## src/rtl/instr_issue_pkg.sv

```systemverilog
// Shared constants for the instruction issue unit.
// Watchdog option: INSTR_ISSUE_WATCHDOG_EN.
package instr_issue_pkg;

   localparam int DEPTH_DEF = 16;
   localparam int AW_DEF    = 4;

   localparam logic [2:0] ST_IDLE  = 3'd0;
   localparam logic [2:0] ST_FETCH = 3'd1;
   localparam logic [2:0] ST_ISSUE = 3'd2;
   localparam logic [2:0] ST_EXEC  = 3'd3;
   localparam logic [2:0] ST_DONE  = 3'd4;

   localparam logic [2:0] HALT_OP = 3'b111;

   localparam int OPC_HI = 15;
   localparam int OPC_LO = 13;
   localparam int OP_HI  = 12;
   localparam int OP_LO  = 11;

   localparam logic [5:0] WD_LIMIT = 6'd63;

   function automatic logic is_halt(input logic [15:0] word);
      return word[OPC_HI:OPC_LO] == HALT_OP;
   endfunction

endpackage

```

## src/rtl/instr_issue_if.sv

```systemverilog
// Start/wait handshake between the issue unit and the controller.
// master = issue unit, slave = controller.
interface instr_issue_if;

   logic        s;
   logic        w;
   logic [15:0] instr;

   modport master (output s, output instr, input w);
   modport slave  (input s, input instr, output w);

endinterface

```

## src/rtl/instr_issue_buf.sv

```systemverilog
// Program buffer: register file, synchronous write, combinational read.
// Contents are deliberately not reset.
module instr_buf #(
   parameter int AW    = 4,
   parameter int DEPTH = 2**AW
) (
   input  logic          clk,
   input  logic          we,
   input  logic [AW-1:0] waddr,
   input  logic [15:0]   wdata,
   input  logic [AW-1:0] raddr,
   output logic [15:0]   rdata
);

   logic [15:0] mem [DEPTH];

   always_ff @(posedge clk) begin
      if (we) mem[waddr] <= wdata;
   end

   assign rdata = mem[raddr];

endmodule

```

## src/rtl/instr_issue.sv

```systemverilog
// Instruction issue unit: steps a small program through the s/w handshake.
// Watchdog option: INSTR_ISSUE_WATCHDOG_EN.
module instr_issue
   import instr_issue_pkg::*;
#(
   parameter int AW    = AW_DEF,
   parameter int DEPTH = 2**AW
) (
   input  logic           clk,
   input  logic           reset,
   input  logic           load_en,
   input  logic [AW-1:0]  load_addr,
   input  logic [15:0]    load_data,
   input  logic           run,
   instr_issue_if.master  ctl,
   output logic [AW-1:0]  pc,
   output logic           busy,
   output logic           done,
   output logic [7:0]     issued,
   output logic           timeout
);

   logic [2:0]  state;
   logic [15:0] instr_q;
   logic [15:0] rdata;
   logic        idle_done;
   logic        start;
   logic        wd_hit;

   assign idle_done = (state == ST_IDLE) || (state == ST_DONE);
   assign start     = idle_done && run;

   instr_buf #(.AW(AW), .DEPTH(DEPTH)) u_buf (
      .clk   (clk),
      .we    (idle_done && load_en),
      .waddr (load_addr),
      .wdata (load_data),
      .raddr (pc),
      .rdata (rdata)
   );

   assign ctl.s     = (state == ST_ISSUE);
   assign ctl.instr = instr_q;
   assign busy      = (state == ST_ISSUE) || (state == ST_EXEC);
   assign done      = (state == ST_DONE);

`ifdef INSTR_ISSUE_WATCHDOG_EN
   logic [5:0] wd_cnt;
   logic       to_q;

   assign wd_hit  = (state == ST_EXEC) && !ctl.w &&
                    (wd_cnt == WD_LIMIT - 6'd1);
   assign timeout = to_q;

   // Counts EXEC cycles spent waiting; the 63rd one trips.
   always_ff @(posedge clk) begin
      if (!reset) begin
         wd_cnt <= '0;
         to_q   <= 1'b0;
      end else begin
         if (state == ST_ISSUE)
            wd_cnt <= '0;
         else if ((state == ST_EXEC) && !ctl.w)
            wd_cnt <= wd_cnt + 6'd1;
         if (start)
            to_q <= 1'b0;
         else if (wd_hit)
            to_q <= 1'b1;
      end
   end
`else
   assign wd_hit  = 1'b0;
   assign timeout = 1'b0;
`endif

   always_ff @(posedge clk) begin
      if (!reset) begin
         state   <= ST_IDLE;
         pc      <= '0;
         instr_q <= '0;
         issued  <= '0;
      end else begin
         case (state)
            ST_IDLE, ST_DONE: begin
               if (run) begin
                  pc     <= '0;
                  issued <= '0;
                  state  <= ST_FETCH;
               end
            end
            ST_FETCH: begin
               instr_q <= rdata;
               state   <= is_halt(rdata) ? ST_DONE : ST_ISSUE;
            end
            ST_ISSUE: begin
               state <= ST_EXEC;
            end
            ST_EXEC: begin
               if (ctl.w) begin
                  if (issued != 8'hFF) issued <= issued + 8'd1;
                  if (pc == AW'(DEPTH - 1)) begin
                     state <= ST_DONE;
                  end else begin
                     pc    <= pc + AW'(1);
                     state <= ST_FETCH;
                  end
               end else if (wd_hit) begin
                  state <= ST_DONE;
               end
            end
            default: state <= ST_IDLE;
         endcase
      end
   end

endmodule
```

## src/flat_wrapper.sv

```systemverilog
// flat-port wrapper written by rule: the top's interface ports become plain ports
module instr_issue_flat import instr_issue_pkg::*;
#(
   parameter int AW    = AW_DEF,
   parameter int DEPTH = 2**AW
)
  (clk, reset, load_en, load_addr, load_data, run, pc, busy, done, issued, timeout, ctl_s, ctl_instr, ctl_w);
  instr_issue_if ctl_i ();
  input  logic clk;
  input  logic reset;
  input  logic load_en;
  input  logic [AW-1:0] load_addr;
  input  logic [15:0] load_data;
  input  logic run;
  output logic [AW-1:0] pc;
  output logic busy;
  output logic done;
  output logic [7:0] issued;
  output logic timeout;
  output wire logic [$bits(ctl_i.s)-1:0] ctl_s;
  output wire logic [$bits(ctl_i.instr)-1:0] ctl_instr;
  input wire logic [$bits(ctl_i.w)-1:0] ctl_w;
  assign ctl_s = ctl_i.s;
  assign ctl_instr = ctl_i.instr;
  assign ctl_i.w = ctl_w;
  instr_issue #(.AW(AW), .DEPTH(DEPTH)) u_core (.clk(clk), .reset(reset), .load_en(load_en), .load_addr(load_addr), .load_data(load_data), .run(run), .ctl(ctl_i), .pc(pc), .busy(busy), .done(done), .issued(issued), .timeout(timeout));
endmodule
```

## config.mk

```make
export PLATFORM = sky130hd
export DESIGN_NAME = instr_issue_flat
export DESIGN_NICKNAME = d
export VERILOG_FILES = /design/src/rtl/instr_issue_pkg.sv /design/src/rtl/instr_issue_if.sv /design/src/rtl/instr_issue_buf.sv /design/src/rtl/instr_issue.sv /design/src/flat_wrapper.sv
export SDC_FILE = /design/constraint.sdc
export NUM_CORES = 1
export LEC_CHECK = 0
export ABC_AREA = 1
export CAP_MARGIN = 20
export CELL_PAD_IN_SITES_DETAIL_PLACEMENT = 1
export CELL_PAD_IN_SITES_GLOBAL_PLACEMENT = 1
export CORE_ASPECT_RATIO = 1.5
export CORE_UTILIZATION = 43
export DETAILED_ROUTE_END_ITERATION = 16
export GPL_ROUTABILITY_DRIVEN = 0
export GPL_TIMING_DRIVEN = 0
export PLACE_DENSITY_LB_ADDON = 0.25
export SLEW_MARGIN = 40
export SYNTH_ARGS = -nofsm -noshare
export SYNTH_HDL_FRONTEND = slang
export SYNTH_HIERARCHICAL = 1
export SYNTH_SLANG_ARGS = --single-unit
```

## constraint.sdc

```tcl
create_clock -name clk -period 2.05 [get_ports clk]
set_input_delay 0.3075 -clock clk [delete_from_list [all_inputs] [get_ports clk]]
set_output_delay 0.3075 -clock clk [all_outputs]
set_load 0.1 [all_outputs]
```

Yosys cells after proc, flatten, opt, wreduce, memory -nomap -nowiden
Memory sizes are Yosys's and may differ from the RTL's. A register that Yosys moved wholly into a read port is not among the register bits.
Cells that the tools add are included.
{"block": "totals", "reg_bits": 31, "ram_bits": 256, "inputBits": 25, "out_inout_bits": 32, "n_memories": 1}
{"block": "op_classes", "addsub": 2, "eq_ne": 11, "n_mux": 17, "n_reduce_logical": 9}
{"memory": "u_core.u_buf.mem", "depth": 16, "width": 16, "rd": 1, "rd_ports_with_merged_regs": 1, "write_ports": 1, "line_no": "instr_issue_buf.sv:15", "text": "logic [15:0] mem [DEPTH];"}
{"cell": "8-bit two-way mux", "count": 3}
{"cell": "4-bit two-way mux", "count": 5}
{"cell": "8-bit one-hot mux with 2 select lines", "count": 1}
{"cell": "3-bit two-way mux", "count": 4}
{"cell": "3-bit one-hot mux with 4 select lines", "count": 1}
{"cell": "8-bit by 1-bit adder with 8-bit output, second input constant", "count": 1}
{"cell": "2-bit != test, second input constant", "count": 4}
{"cell": "8-bit != test, second input constant", "count": 1}
{"cell": "4-bit one-hot mux with 2 select lines", "count": 1}
{"cell": "4-bit AND reduction", "count": 2}
{"cell": "3-bit by 2-bit equality test with 1-bit output, second input constant", "count": 2}
{"cell": "3-bit equality test, second input constant", "count": 2}
{"cell": "4-bit by 1-bit adder with 4-bit output, second input constant", "count": 1}
{"cell": "4-bit equality test, second input constant", "count": 1}
{"cell": "3-bit by 1-bit equality test with 1-bit output, second input constant", "count": 1}
{"cell": "3-bit zero test", "count": 1}
{"cell": "1-bit logical OR", "count": 2}
{"cell": "1-bit two-way mux", "count": 2}
{"cell": "2-bit AND reduction", "count": 1}
{"cell": "2-bit nonzero test", "count": 1}
{"cell": "2-bit OR reduction", "count": 1}
{"cell": "1-bit logical AND", "count": 1}

Depth between registers and ports, before layout
{"block": "depth", "word_depth": 6, "depth_mapped": 14}

By module
The synthesis kept the hierarchy.
{"mod": "instr_buf", "instances": 1, "cells_each": 1058, "area_per_inst_um2": 11060.6}
{"mod": "instr_issue", "instances": 1, "cells_each": 222, "area_per_inst_um2": 1488.9}

Worst setup path before layout
Ideal clock, no wire load.
{"block": "synth_timing", "path_kind": "register to output", "start": "register u_core.state[1]", "end": "output ctl_s", "t_arrival_ns": 2.591, "slack_ns": -0.849, "stages_incl_launch_ff": 5, "n_path_buf": 0, "cell_sequence": "dfxtp_1 inv_1 nor2_1 nand2_1 inv_1"}
{"block": "synth_between", "elab_chain_len": 1}
{"item": "start: declaration", "line_no": "instr_issue.sv:23", "text": "logic [2:0] state;"}
{"item": "start signal: assignment", "line_no": "instr_issue.sv:93", "text": "state <= is_halt(rdata) ? ST_DONE : ST_ISSUE;"}
{"item": "3-bit by 2-bit equality test with 1-bit output", "line_no": "instr_issue.sv:42", "text": "assign ctl.s = (state == ST_ISSUE);"}
{"item": "end: declaration", "line_no": "flat_wrapper.sv:20", "text": "output wire logic [$bits(ctl_i.s)-1:0] ctl_s;"}
Every way passes these cells.

Final worst setup path
{"block": "layout_timing", "start": "register u_core.state[0]", "end": "memory u_core.u_buf.mem[11][3] (enable)"}
{"block": "layout_between", "elab_chain_len": 5, "word_cells_on_any_way": 6, "cone_classes": "eq/ne: 1; mux: 2; reduce/logical: 3"}
{"item": "3-bit equality test / 3-bit zero test (equally long branches)", "line_no": "instr_issue.sv:30", "text": "assign idle_done = (state == ST_IDLE) || (state == ST_DONE);"}
{"item": "1-bit logical OR (*)", "line_no": "instr_issue.sv:30"}
{"item": "1-bit logical AND (*)", "line_no": "instr_issue.sv:35", "text": ".we (idle_done && load_en),"}
{"item": "1-bit two-way mux (*)", "line_no": "instr_issue_buf.sv:18", "text": "if (we) mem[waddr] <= wdata;"}
{"item": "1-bit two-way mux (not written as such) (*)", "line_no": "instr_issue_buf.sv:18"}
{"item": "end: declaration", "line_no": "instr_issue_buf.sv:15"}
Every way passes the cells marked *; elsewhere a longest branch is shown, timed or not.

==> flow_summary_export.csv <==
group,metric,value,unit
global_routing,grt_overflow_total,0,
timing,fin_hold_ws,441,ps
floorplanning,cell_rows,76,
layout,num_antenna_cells,0,
clocking,tritoncts_num_sinks,287,
route,first_iter_violations,712,
yosys,synth-seq-area-share,66.2,%
power,power_frac_comb,24.8,%
clocking,tritoncts,"done",
power,power.switching_fraction,34.5,%
yosys,synth.net_count,1307,
critical_path,critPathKind,"reg -> reg",
min_path,min_path_type,"reg -> reg",
route,drc_errors,0,
global_routing,wire_length_of_the_first_global_routing_pass,59100,um
yosys,avgSynthCellArea,9.80,sq um
route,routedWlPerCell,21.8,um
clocking,clock_tree.htree_level_count,1,
timing,max_slew_margin,47.6,%
yosys,syn_inst,1280,
place,placement.setup.worst_slack,-411,ps
yosys,yosys_warnings,6,
clocking,insertion_delay_of_the_later_clocked_pin_in_the_worst_skew_pair,570,ps
timing,finalMaxSlewViolations,0,
timing,max_freq,0.501,GHz
yosys,synth.ff_latch_count,287,
timing,post_layout_minimum_cycle_time,2000,ps
global_routing,grt_max_degree,17,
clocking,cts_root_buf,"sky130_fd_sc_hd__clkbuf_16",
run,maxCapViolCount,0,
power,power.share.clock,33.5,%
power,share_of_power_burned_in_registers,41.7,%
floorplanning,floorplan.initialDensity,43.7,%
floorplanning,dieHeight,211,um
critical_path,worst_setup_start_kind,"flip-flop",
min_path,worst_hold_path.num_cells,2,
route,postRouteWirelength,39400,um
outcome,status,"finished, final reports clean",
yosys,yosys.cell_types.count,26,
floorplanning,fp.dieArea,0.0299,sq mm
clocking,cts_buffer_depth,3,
place,dp_hpwl,26500,um
layout,syn_to_final_growth,20.4,%
timing,final_hold_viol_count,0,
power,power.internal,0.0108,W
clocking,clk_transition_reported_paths,60,ps
floorplanning,die_width,141,um
critical_path,crit_required,2320,ps
timing,finClkSkew,12.4,ps
timing,setup_viol,0,
place,port_buffers,55,
layout,nNetsFinal,1418,
critical_path,worstPathMaxFanout,10,
route,viasPerCell,5.29,
timing,fin_crit_sh,97.4,%
global_routing,number_of_global_route_vias_before_repair,10100,
critical_path,worst_ep_arrival_time,2270,ps
layout,final_core_util,52.6,%
clocking,holdBufCountCts,0,
floorplanning,coreArea,0.0287,sq mm
power,netSwitchingPower,0.00568,W
critical_path,reg2regPathDepth,8,
power,vdd_ir_drop_max,0.000718,V
timing,postLayoutSetupSlackWorst,53.7,ps
timing,worst_pin_slew,783,ps
power,p_leak,6.43,nW
global_routing,global_route.usage.total,27.2,%
floorplanning,floorplan.io_pins,57,
critical_path,critPathCaptureType,"flip-flop",
yosys,post_synth_instance_area,0.0125,sq mm
route,ant_nets,0,
clocking,cts_made_buffers,29,
global_routing,antenna_violations_before_repair,0,
layout,drive_gt1_share,13.9,%
power,total_power_draw,0.0165,W
timing,final.setup.tns,0,ps
route,detailroute.via_count,9552,
route,number_of_iterations_in_the_first_detailed_routing_pass,4,
power,power.density,1090,mW/mm^2
[final cells by class]
class | instances | area, sq um
Clock inverter | 12 | 149
Clock buffer | 42 | 846
Buffer | 56 | 414
Fill cell | 3230 | 13600
Multi-Input combinational cell | 698 | 3170
Sequential cell | 287 | 8320
Timing Repair Buffer | 81 | 820
Tap cell | 390 | 488
Inverter | 238 | 900
[power groups by stage]
stage / clock network, W / logic [W] / registers (W)
global placement: 0 / 0.00397 / 0.00700
CTS: 0.00561 / 0.00403 / 0.00688
finish: 0.00552 / 0.00408 / 0.00687
global route: 0.00580 / 0.00431 / 0.00691
floorplan: 0 / 0.00149 / 0.00828
detailed placement: 0 / 0.00395 / 0.00700
[routing by layer]
metal / wire length [um] / global-route usage (%) / part of all wire (%)
met1: 14400 / 29.4 / 37
met2: 21200 / 51.0 / 54
met3: 1760 / 3.17 / 4.5
met4: 2020 / 15.1 / 5.1
met5: 0 / 0 / 0
[flip-flops by register name (all words and copies together), names as in the netlist]
register	count
u_core/ctl.instr	16
u_core/issued	8
u_core/pc	4
u_core/state	3
u_core/u_buf/mem	256
[through the flow]
step / std cells / instance area, sq um
floorplan: 1280 / 12600
global placement: 1725 / 13600
detailed placement: 1741 / 13900
CTS: 1803 / 15000
global route: 1804 / 15100
finish: 1804 / 15100
[kinds of logic after synthesis]
family                     Yosys count  synth area share, %
AOI/OAI and AO/OA                   51                 2.05
xor gates and xnor gates             2                0.140
adders and majority gates            2                0.199
buffers and inverters              295                 9.77
DFF                                287                 66.2
other                                1               0.0299
and+or+nand+nor                    642                 21.6
[Yosys cell counts]
cell | number | area, sq um
sky130_fd_sc_hd__xor2_1 | 2 | 17.5
sky130_fd_sc_hd__o21ai_0 | 21 | 105
sky130_fd_sc_hd__nand3_2 | 1 | 10.0
sky130_fd_sc_hd__clkinv_1 | 1 | 3.75
sky130_fd_sc_hd__o21bai_1 | 1 | 7.51
sky130_fd_sc_hd__nand2_1 | 381 | 1430
sky130_fd_sc_hd__inv_2 | 5 | 18.8
sky130_fd_sc_hd__buf_4 | 19 | 143
sky130_fd_sc_hd__nand3b_1 | 3 | 22.5
sky130_fd_sc_hd__conb_1 | 1 | 3.75
sky130_fd_sc_hd__buf_1 | 1 | 3.75
sky130_fd_sc_hd__nor2_1 | 44 | 165
sky130_fd_sc_hd__or2_2 | 1 | 6.26
sky130_fd_sc_hd__dfxtp_1 | 31 | 621
sky130_fd_sc_hd__nand3_1 | 207 | 1040
sky130_fd_sc_hd__nor2_2 | 2 | 12.5
sky130_fd_sc_hd__inv_1 | 232 | 871
sky130_fd_sc_hd__buf_6 | 3 | 33.8
sky130_fd_sc_hd__nor2_4 | 2 | 22.5
sky130_fd_sc_hd__o21ai_1 | 3 | 15.0
sky130_fd_sc_hd__edfxtp_1 | 256 | 7690
sky130_fd_sc_hd__buf_2 | 20 | 100
sky130_fd_sc_hd__nand4_1 | 1 | 6.26
sky130_fd_sc_hd__ha_1 | 2 | 25.0
sky130_fd_sc_hd__clkbuf_1 | 14 | 52.6
sky130_fd_sc_hd__a21oi_1 | 26 | 130
[final timing paths]
check,startpoint,end,slack [ps]
max,u_core/state[0],u_core/u_buf/mem[11][3],50
min reg2reg,u_core/ctl.instr[6],u_core/ctl.instr[6],440
max reg2reg,u_core/state[0],u_core/u_buf/mem[11][3],50
min,u_core/ctl.instr[6],u_core/ctl.instr[6],440
[critical path, cell delays in order (launching register included)]
cell and delay (ps):
sky130_fd_sc_hd__dfxtp_1 360, sky130_fd_sc_hd__nor2_2 150, sky130_fd_sc_hd__inv_2 130, sky130_fd_sc_hd__nor2_4 240, sky130_fd_sc_hd__nand3b_1 110, sky130_fd_sc_hd__buf_4 190
sky130_fd_sc_hd__buf_4 160, sky130_fd_sc_hd__nor2_4 160, sky130_fd_sc_hd__buf_8 180
[repair_timing]
action                     in CTS  in global routing
setup buffers                   8                  2
pin swaps                       6                  4
resized for setup              32                 27
setup endpoints to repair     258                152
[cells in the final DEF, fill, tap and decap left out, types with 4 or more instances in the layout]
cell / count
sky130_fd_sc_hd__nand2_1: 377
sky130_fd_sc_hd__buf_6: 10
sky130_fd_sc_hd__nand3_1: 206
sky130_fd_sc_hd__inv_2: 4
sky130_fd_sc_hd__clkbuf_8: 5
sky130_fd_sc_hd__a21oi_1: 26
sky130_fd_sc_hd__clkdlybuf4s50_1: 24
sky130_fd_sc_hd__nor2_2: 4
sky130_fd_sc_hd__clkbuf_4: 10
sky130_fd_sc_hd__dfxtp_1: 27
sky130_fd_sc_hd__nor2_4: 20
sky130_fd_sc_hd__buf_2: 35
sky130_fd_sc_hd__buf_4: 34
sky130_fd_sc_hd__nor2_1: 24
sky130_fd_sc_hd__nand2_2: 4
sky130_fd_sc_hd__buf_16: 8
sky130_fd_sc_hd__buf_8: 8
sky130_fd_sc_hd__clkbuf_16: 30
sky130_fd_sc_hd__inv_1: 231
sky130_fd_sc_hd__clkbuf_2: 4
sky130_fd_sc_hd__clkinv_2: 5
sky130_fd_sc_hd__o21ai_0: 21
sky130_fd_sc_hd__edfxtp_1: 256
sky130_fd_sc_hd__clkbuf_1: 11
No activity file was read; power rests on OpenSTA's default activity.
